--- src/rtl/branch_predict_unit.sv ---
// branch_predict_unit: EX-stage branch resolution plus IF-stage direction
// prediction from a table of 2-bit saturating counters (bimodal or gshare).
// Optional build macro: BPU_PERF_EN adds branch/mispredict event counters.
module branch_predict_unit #(
    parameter int IDX_W    = 6,
    parameter int GSHARE   = 0,
    parameter int CNT_INIT = 1
) (
    input  logic             clk,
    input  logic             rst_n,
    input  logic [31:0]      if_pc,
    output logic             pred_taken,
    output logic [IDX_W-1:0] pred_idx,
    input  logic             ex_valid,
    input  logic [4:0]       ex_opcode,
    input  logic             ex_pred_taken,
    input  logic [IDX_W-1:0] ex_pred_idx,
    input  logic             alu_out0,
    output logic             is_branch,
    output logic             is_jalr,
    output logic [1:0]       inst_type,
    output logic             branch_taken,
    output logic             mispredict,
`ifdef BPU_PERF_EN
    output logic [31:0]      perf_branches,
    output logic [31:0]      perf_mispred,
`endif
    output logic [IDX_W-1:0] ghr
);

    localparam int unsigned DEPTH      = 2 ** IDX_W;
    localparam logic [4:0]  OP_BRANCH  = 5'b11000;
    localparam logic [4:0]  OP_JALR    = 5'b11001;
    localparam logic [1:0]  CNT_RST    = CNT_INIT[1:0];

    logic [1:0] cnt_tbl [DEPTH];
    logic [1:0] cnt_cur;
    logic [1:0] cnt_nxt;
    logic       upd;
    logic       unused_pc_bits;

    // Only the word-index bits of the fetch PC feed the lookup.
    assign unused_pc_bits = ^{if_pc[31:IDX_W+2], if_pc[1:0]};

    // EX-side decode and resolution; mispredict is the only output gated by ex_valid.
    always_comb begin
        is_branch    = (ex_opcode == OP_BRANCH);
        is_jalr      = (ex_opcode == OP_JALR);
        inst_type    = {is_branch, is_jalr};
        branch_taken = alu_out0 & is_branch;
        mispredict   = ex_valid & is_branch & (branch_taken != ex_pred_taken);
        upd          = ex_valid & is_branch;
    end

    // IF-side lookup; the table read is not bypassed from a same-cycle update.
    always_comb begin
        pred_idx   = (GSHARE != 0) ? (if_pc[IDX_W+1:2] ^ ghr) : if_pc[IDX_W+1:2];
        pred_taken = cnt_tbl[pred_idx][1];
    end

    // Saturating increment/decrement of the counter being trained.
    always_comb begin
        cnt_cur = cnt_tbl[ex_pred_idx];
        cnt_nxt = cnt_cur;
        if (branch_taken) begin
            if (cnt_cur != 2'b11) cnt_nxt = cnt_cur + 2'd1;
        end else begin
            if (cnt_cur != 2'b00) cnt_nxt = cnt_cur - 2'd1;
        end
    end

    // Counter table: whole table reloads on reset, which beats a coincident update.
    always_ff @(posedge clk) begin
        if (!rst_n) begin
            for (int unsigned i = 0; i < DEPTH; i++) begin
                cnt_tbl[i] <= CNT_RST;
            end
        end else if (upd) begin
            cnt_tbl[ex_pred_idx] <= cnt_nxt;
        end
    end

    // Non-speculative global history, shifted only by resolved branches; held at 0 for bimodal.
    always_ff @(posedge clk) begin
        if (!rst_n) begin
            ghr <= '0;
        end else if ((GSHARE != 0) && upd) begin
            ghr <= {ghr[IDX_W-2:0], branch_taken};
        end
    end

`ifdef BPU_PERF_EN
    // Event counters for resolved branches and mispredictions; wrap naturally.
    always_ff @(posedge clk) begin
        if (!rst_n) begin
            perf_branches <= '0;
            perf_mispred  <= '0;
        end else if (upd) begin
            perf_branches <= perf_branches + 32'd1;
            perf_mispred  <= perf_mispred + {31'd0, mispredict};
        end
    end
`endif

endmodule

--- config.mk ---
export PLATFORM = sky130hd
export DESIGN_NAME = branch_predict_unit
export DESIGN_NICKNAME = d
export VERILOG_FILES = /design/src/rtl/branch_predict_unit.sv
export SDC_FILE = /design/constraint.sdc
export NUM_CORES = 1
export LEC_CHECK = 0
export CORE_MARGIN = 4
export CORE_UTILIZATION = 50
export CTS_CLUSTER_SIZE = 25
export DETAILED_ROUTE_END_ITERATION = 12
export HOLD_SLACK_MARGIN = 0.03
export PLACE_DENSITY = 0.79
export SLEW_MARGIN = 20
export SYNTH_ARGS = -nofsm -noshare
export SYNTH_HDL_FRONTEND = slang
export SYNTH_SLANG_ARGS = --single-unit
--- constraint.sdc ---
create_clock -name clk -period 8.5 [get_ports clk]
set_input_delay 2.125 -clock clk [delete_from_list [all_inputs] [get_ports clk]]
set_output_delay 2.125 -clock clk [all_outputs]
set_load 0.1 [all_outputs]
### Word-level counts from Yosys, hierarchy flattened

Memories as Yosys holds them, arrays and structs flattened.
Index checks and enable logic that the tools add are counted.

* register bits: 0
* bits in writable memories: 128
* input port bits: 48
* memories kept: 1

* bitwise operators: 3
* multiplexer cells: 10
* reductions and logical operators: 2
* equality and inequality tests: 4
* $add $sub $neg: 2

Memory list
* cnt_tbl: words 64, width 2, read ports 2, clocked after Yosys merged registers in 0, write ports 64, line 36 `logic [1:0] cnt_tbl [DEPTH];`

Operator list (number)
* equality test 5 bit (second input constant): 2
* 2-to-1 mux 2 bit: 4
* 2-to-1 mux 6 bit: 1
* 2-to-1 mux 1 bit: 5
* AND 1 bit: 3
* adder 2 x 1 -> 2 bit (second input constant): 1
* != test 2 bit (second input constant): 1
* nonzero test 2 bit: 1
* OR reduction 2 bit: 1
* subtractor 2 x 1 -> 2 bit (second input constant): 1
* != test 1 bit: 1

### Logic depth before layout (Yosys ltp)

* depth after elaboration: 7
* depth in mapped cells: 12
* mapped depth without buffers: 7

### Worst setup path after synthesis

Ideal clock, no wire load.

* path type: input to output
* start: input ex_opcode[1]
* end: output mispredict
* setup slack: 1127 ps
* arrival: 5248 ps
* path buffers: 0
* cell stages on the path: 4
* required time: 6375 ps
* cell sequence: nand4bb_1 nor2_1 nand2_1 nor2_1

* cells in the longest elaborated chain, start to end: 4
* elaborated cells on any way between the ends: 5
* those cells by class: eq/ne (2); bitwise (3)

Ends and longest elaborated chain
* start: declaration: line 15 `input logic [4:0] ex_opcode,`
* equality test 5 bit *: line 47 `is_branch = (ex_opcode == OP_BRANCH);`
* net is_branch: line 19 `output logic is_branch,`
* AND 1 bit: line 50 `branch_taken = alu_out0 & is_branch;`
* != test 1 bit: line 51 `mispredict = ex_valid & is_branch & (branch_taken != ex_pred_taken);`
* AND 1 bit *: line 51
* end: declaration: line 23 `output logic mispredict,`

The timed path passes the listed nets; every way through them passes the cells marked *.

### Worst setup path in the final report

* start: input if_pc[2]
* end: output pred_taken

* cells in the longest elaborated chain, start to end: 1

Ends and longest elaborated chain
* start: declaration: line 11 `input logic [31:0] if_pc,`
* memory read (64 x 2 bit)
* end: declaration: line 12 `output logic pred_taken,`

Every way passes these cells.

==> qor.tcl <==
set qor(run_status) {completed}
set qor(cts_sinks) 128
set qor(synth_cells) 654
set qor(relative_area_change_from_synthesis_to_final_layout_pct) 10.8
set qor(fin_nets) 702
set qor(io_pins) 67
set qor(area_of_the_die_mm2) 0.0172
set qor(critPathLaunchType) {input port}
set qor(post_synth_fa_ha_maj_area_fraction_pct) 0.296
set qor(synth-edff-count) 128
set qor(pwr_density_cell_mw_per_mm2) 203
set qor(timing.max_cap.violations) 0
set qor(worst-path-max-fanout) 10
set qor(core-area_mm2) 0.0147
set qor(synth_xor_area_share_pct) 0.115
set qor(final-max-slew-violation-count) 0
set qor(synth_flop_cell) {sky130_fd_sc_hd__edfxtp_1}
set qor(whs_path_depth) 6
set qor(synth_compound_gate_area_share_pct) 6.62
set qor(setup.worst_path.class) {input port to primary output}
set qor(initial_antenna_violation_count) 0
set qor(post_cts.repair.setup_buffers) 0
set qor(worst-r2r-setup-slack_ns) 5.07
set qor(synth.distinct_cells) 62
set qor(synth_top_family_by_area) {simple AND/OR/NAND/NOR gates}
set qor(h-tree-depth) 4
set qor(place.port_buffers) 34
set qor(first_iter_violations) 782
set qor(worst-r2r-cell-count) 8
set qor(grt_usage_pct) 23.3
set qor(ctsLongestPathBuffers) 2
set qor(unrepaired_setup_endpoints_after_global_routing) {no}
set qor(rows) 44
set qor(post-place-cells) 818
set qor(worst_pin_slew_ns) 1.13
set qor(dpl-instance-area_mm2) 0.00777
set qor(final_hold_viol_count) 0
set qor(worstPathRequired_ns) 6.38
set qor(setup_tns_ns) 0
set qor(globalplace.congestion) 0.902
set qor(final_util_pct) 57.3
set qor(yosys_register_bits) 128
set qor(via_count) 5574
set qor(biggestRegsByFlops) {cnt_tbl (128)}
set qor(route.antenna.remaining_nets) 0
set qor(layout-drive-gt1-share_pct) 25.4
set qor(irDropWorstVdd_v) 0.000162
set qor(setup_viol) 0
set qor(biggest_register) {cnt_tbl}
set qor(drc) 0
set qor(cts_root_buffer_type) {sky130_fd_sc_hd__clkbuf_16}
set qor(routed_wire_length_um) 19700
set qor(worst-endpoint-arrival_ns) 5.03
set qor(synth.mux.area_fraction_pct) 10.9
set qor(largest_register_ff_count) 128
set qor(post_cts_hold_buffer_count) 0
set qor(final_period_minus_worst_setup_slack_ns) 7.15
set qor(netlist_area_mm2) 0.00760
set qor(synth_sequential_area_ratio_pct) 50.6
set qor(global_route.overflow_total) 0
set qor(final.fill_count) 1127
set qor(proportion_of_synthesized_flip_flops_having_asynchronous_set_or_reset_pct) 0
set qor(min-delay-start) {cnt_tbl[30][1]}
set qor(ys_warn_count) 0
set qor(viasPerCell) 6.56
set qor(fin_crit_sh_pct) 84.1
set qor(die_width_um) 131
set qor(power_leakage_nw) 2.63
set qor(number_of_global_route_vias_before_repair) 5553
set qor(antennaDiodeCount) 0
set qor(wl_per_cell_um) 23.2
set qor(cts_inserted_buffers) 17
set qor(stdcell_count) 850
set qor(synth.avg_cell_area_um2) 11.6
set qor(grt_start_max_net_pins) 68
set qor(class_of_the_most_critical_hold_timing_path) {register to register}
set qor(tritoncts_clock_tree) {built}
set qor(grt_pass1_wl_um) 31100
set qor(fmax_mhz) 140
set qor(worst_r2r_endpoint) {cnt_tbl[49][1]}
set qor(yosys.area_share.simple_pct) 23.7
set qor(critical_path.endpoint_type) {primary output}
set qor(worstSkewPairLatency_ns) 0.42
set qor(initial_core_util_pct) 51.7
set qor(clk_transition_reported_paths_ns) 0.06
set qor(place_hpwl_um) 12800
set qor(rr_startpoint) {cnt_tbl[60][0]}
set qor(worst_clock_skew_ns) 0.00873
set qor(fin_area_mm2) 0.00843
set qor(drt-pass1-iter-count) 6
set qor(cts-resized-gates) 0
set qor(timing.max_slew.rel_slack_pct) 24.4
set qor(hold_ws_ns) 1.66
set qor(die_height_um) 131
set qor(hold_end) {cnt_tbl[2][0]}
-- cells in the final DEF, fill, tap and decap left out, drive strengths merged, types with 7 or more instances in the layout --
cell type      netlist  final
clkdlybuf4s50        0     31
nand3               71     71
nand2              135    135
mux4                26     26
o21ai               11     11
a221oi              18     18
a21oi                7      7
edfxtp             128    128
mux2                 8      8
nor2                76     76
clkbuf              27     17
mux2i               14     14
buf                 51     23
-- how the worst max path moves through the flow --
stage                      end  slack, ns          from  depth (start not counted)
finish              pred_taken       1.35      if_pc[2]                          7
global route        pred_taken       1.17      if_pc[2]                          7
CTS                 pred_taken       1.37      if_pc[2]                          7
detailed placement  pred_taken       1.38      if_pc[2]                          7
global placement    pred_taken       1.40      if_pc[2]                          7
floorplan           mispredict       1.13  ex_opcode[1]                          4
-- Yosys cell counts, types with 4 or more instances --
cell type | count | share of area [%]
sky130_fd_sc_hd__nand2_1 | 135 | 6.7
sky130_fd_sc_hd__edfxtp_1 | 128 | 51
sky130_fd_sc_hd__nor2_1 | 66 | 3.3
sky130_fd_sc_hd__nand3_2 | 61 | 8.0
sky130_fd_sc_hd__clkbuf_1 | 27 | 1.3
sky130_fd_sc_hd__mux4_2 | 25 | 7.4
sky130_fd_sc_hd__a221oi_1 | 16 | 1.8
sky130_fd_sc_hd__buf_4 | 16 | 1.6
sky130_fd_sc_hd__mux2i_1 | 14 | 1.8
sky130_fd_sc_hd__buf_2 | 13 | 0.86
sky130_fd_sc_hd__buf_6 | 12 | 1.8
sky130_fd_sc_hd__nand3_1 | 10 | 0.66
sky130_fd_sc_hd__nor2_2 | 10 | 0.82
sky130_fd_sc_hd__o21ai_0 | 10 | 0.66
sky130_fd_sc_hd__a21oi_1 | 7 | 0.46
sky130_fd_sc_hd__buf_12 | 7 | 1.8
sky130_fd_sc_hd__nor3b_1 | 6 | 0.59
sky130_fd_sc_hd__inv_1 | 5 | 0.25
sky130_fd_sc_hd__mux2_2 | 5 | 0.74
sky130_fd_sc_hd__a22oi_1 | 4 | 0.40
sky130_fd_sc_hd__nand3b_1 | 4 | 0.40
sky130_fd_sc_hd__nor2b_1 | 4 | 0.33
sky130_fd_sc_hd__o32ai_1 | 4 | 0.46
-- metrics by stage --
step	power [mW]	setup WS (ns)
final	1.71	1.35
after global placement	0.925	1.40
after CTS	1.71	1.37
after floorplan	0.908	1.13
after detailed placement	0.931	1.38
after global routing	1.76	1.17
-- critical path: stages --
cell and delay [ns]:
sky130_fd_sc_hd__clkdlybuf4s50_1 0.90, sky130_fd_sc_hd__buf_4 0.35, sky130_fd_sc_hd__mux4_2 0.55, sky130_fd_sc_hd__mux4_2 0.48
sky130_fd_sc_hd__a211oi_1 0.26, sky130_fd_sc_hd__a21oi_1 0.10, sky130_fd_sc_hd__buf_4 0.25
-- area by class of cell --
| type | count | area, um^2 | area share [%] |
|---|---|---|---|
| clock buffers | 17 | 425 | 5.05 |
| repair buffers | 54 | 490 | 5.82 |
| multi-input cells | 447 | 3200 | 38.0 |
| inverters | 6 | 22.5 | 0.267 |
| flip-flops and latches | 128 | 3840 | 45.6 |
| well taps | 184 | 230 | 2.73 |
| clock inverters | 14 | 215 | 2.55 |
-- layer usage --
layer | wire length [um] | track usage [%] | part of all wire (%) | vias to the layer above
li1 | - | - | - | 2393
met1 | 7030 | 29.0 | 36 | 2676
met2 | 9560 | 37.8 | 48 | 422
met3 | 2190 | 5.62 | 11 | 83
met4 | 932 | 12.7 | 4.7 | 0
met5 | 0 | 0 | 0 | -
-- where the power goes --
| group | switching (mW) | internal (mW) | total, mW | leakage [nW] |
|---|---|---|---|---|
| sequential | 0.00926 | 0.707 | 0.717 | 1.15 |
| clock | 0.269 | 0.518 | 0.786 | 0.301 |
| combinational | 0.149 | 0.0615 | 0.210 | 1.18 |
-- cells by family (layout without fill, tap and decap cells) --
family / count (synthesis) / in the layout
mux: 48 / 48
flops: 128 / 128
xor+xnor: 1 / 1
fa+ha+maj: 2 / 2
buf+inv: 84 / 91
compound gates: 66 / 66
other cells: 1 / 6
simple gates: 324 / 324
No activity file was read; power rests on OpenSTA's default activity.
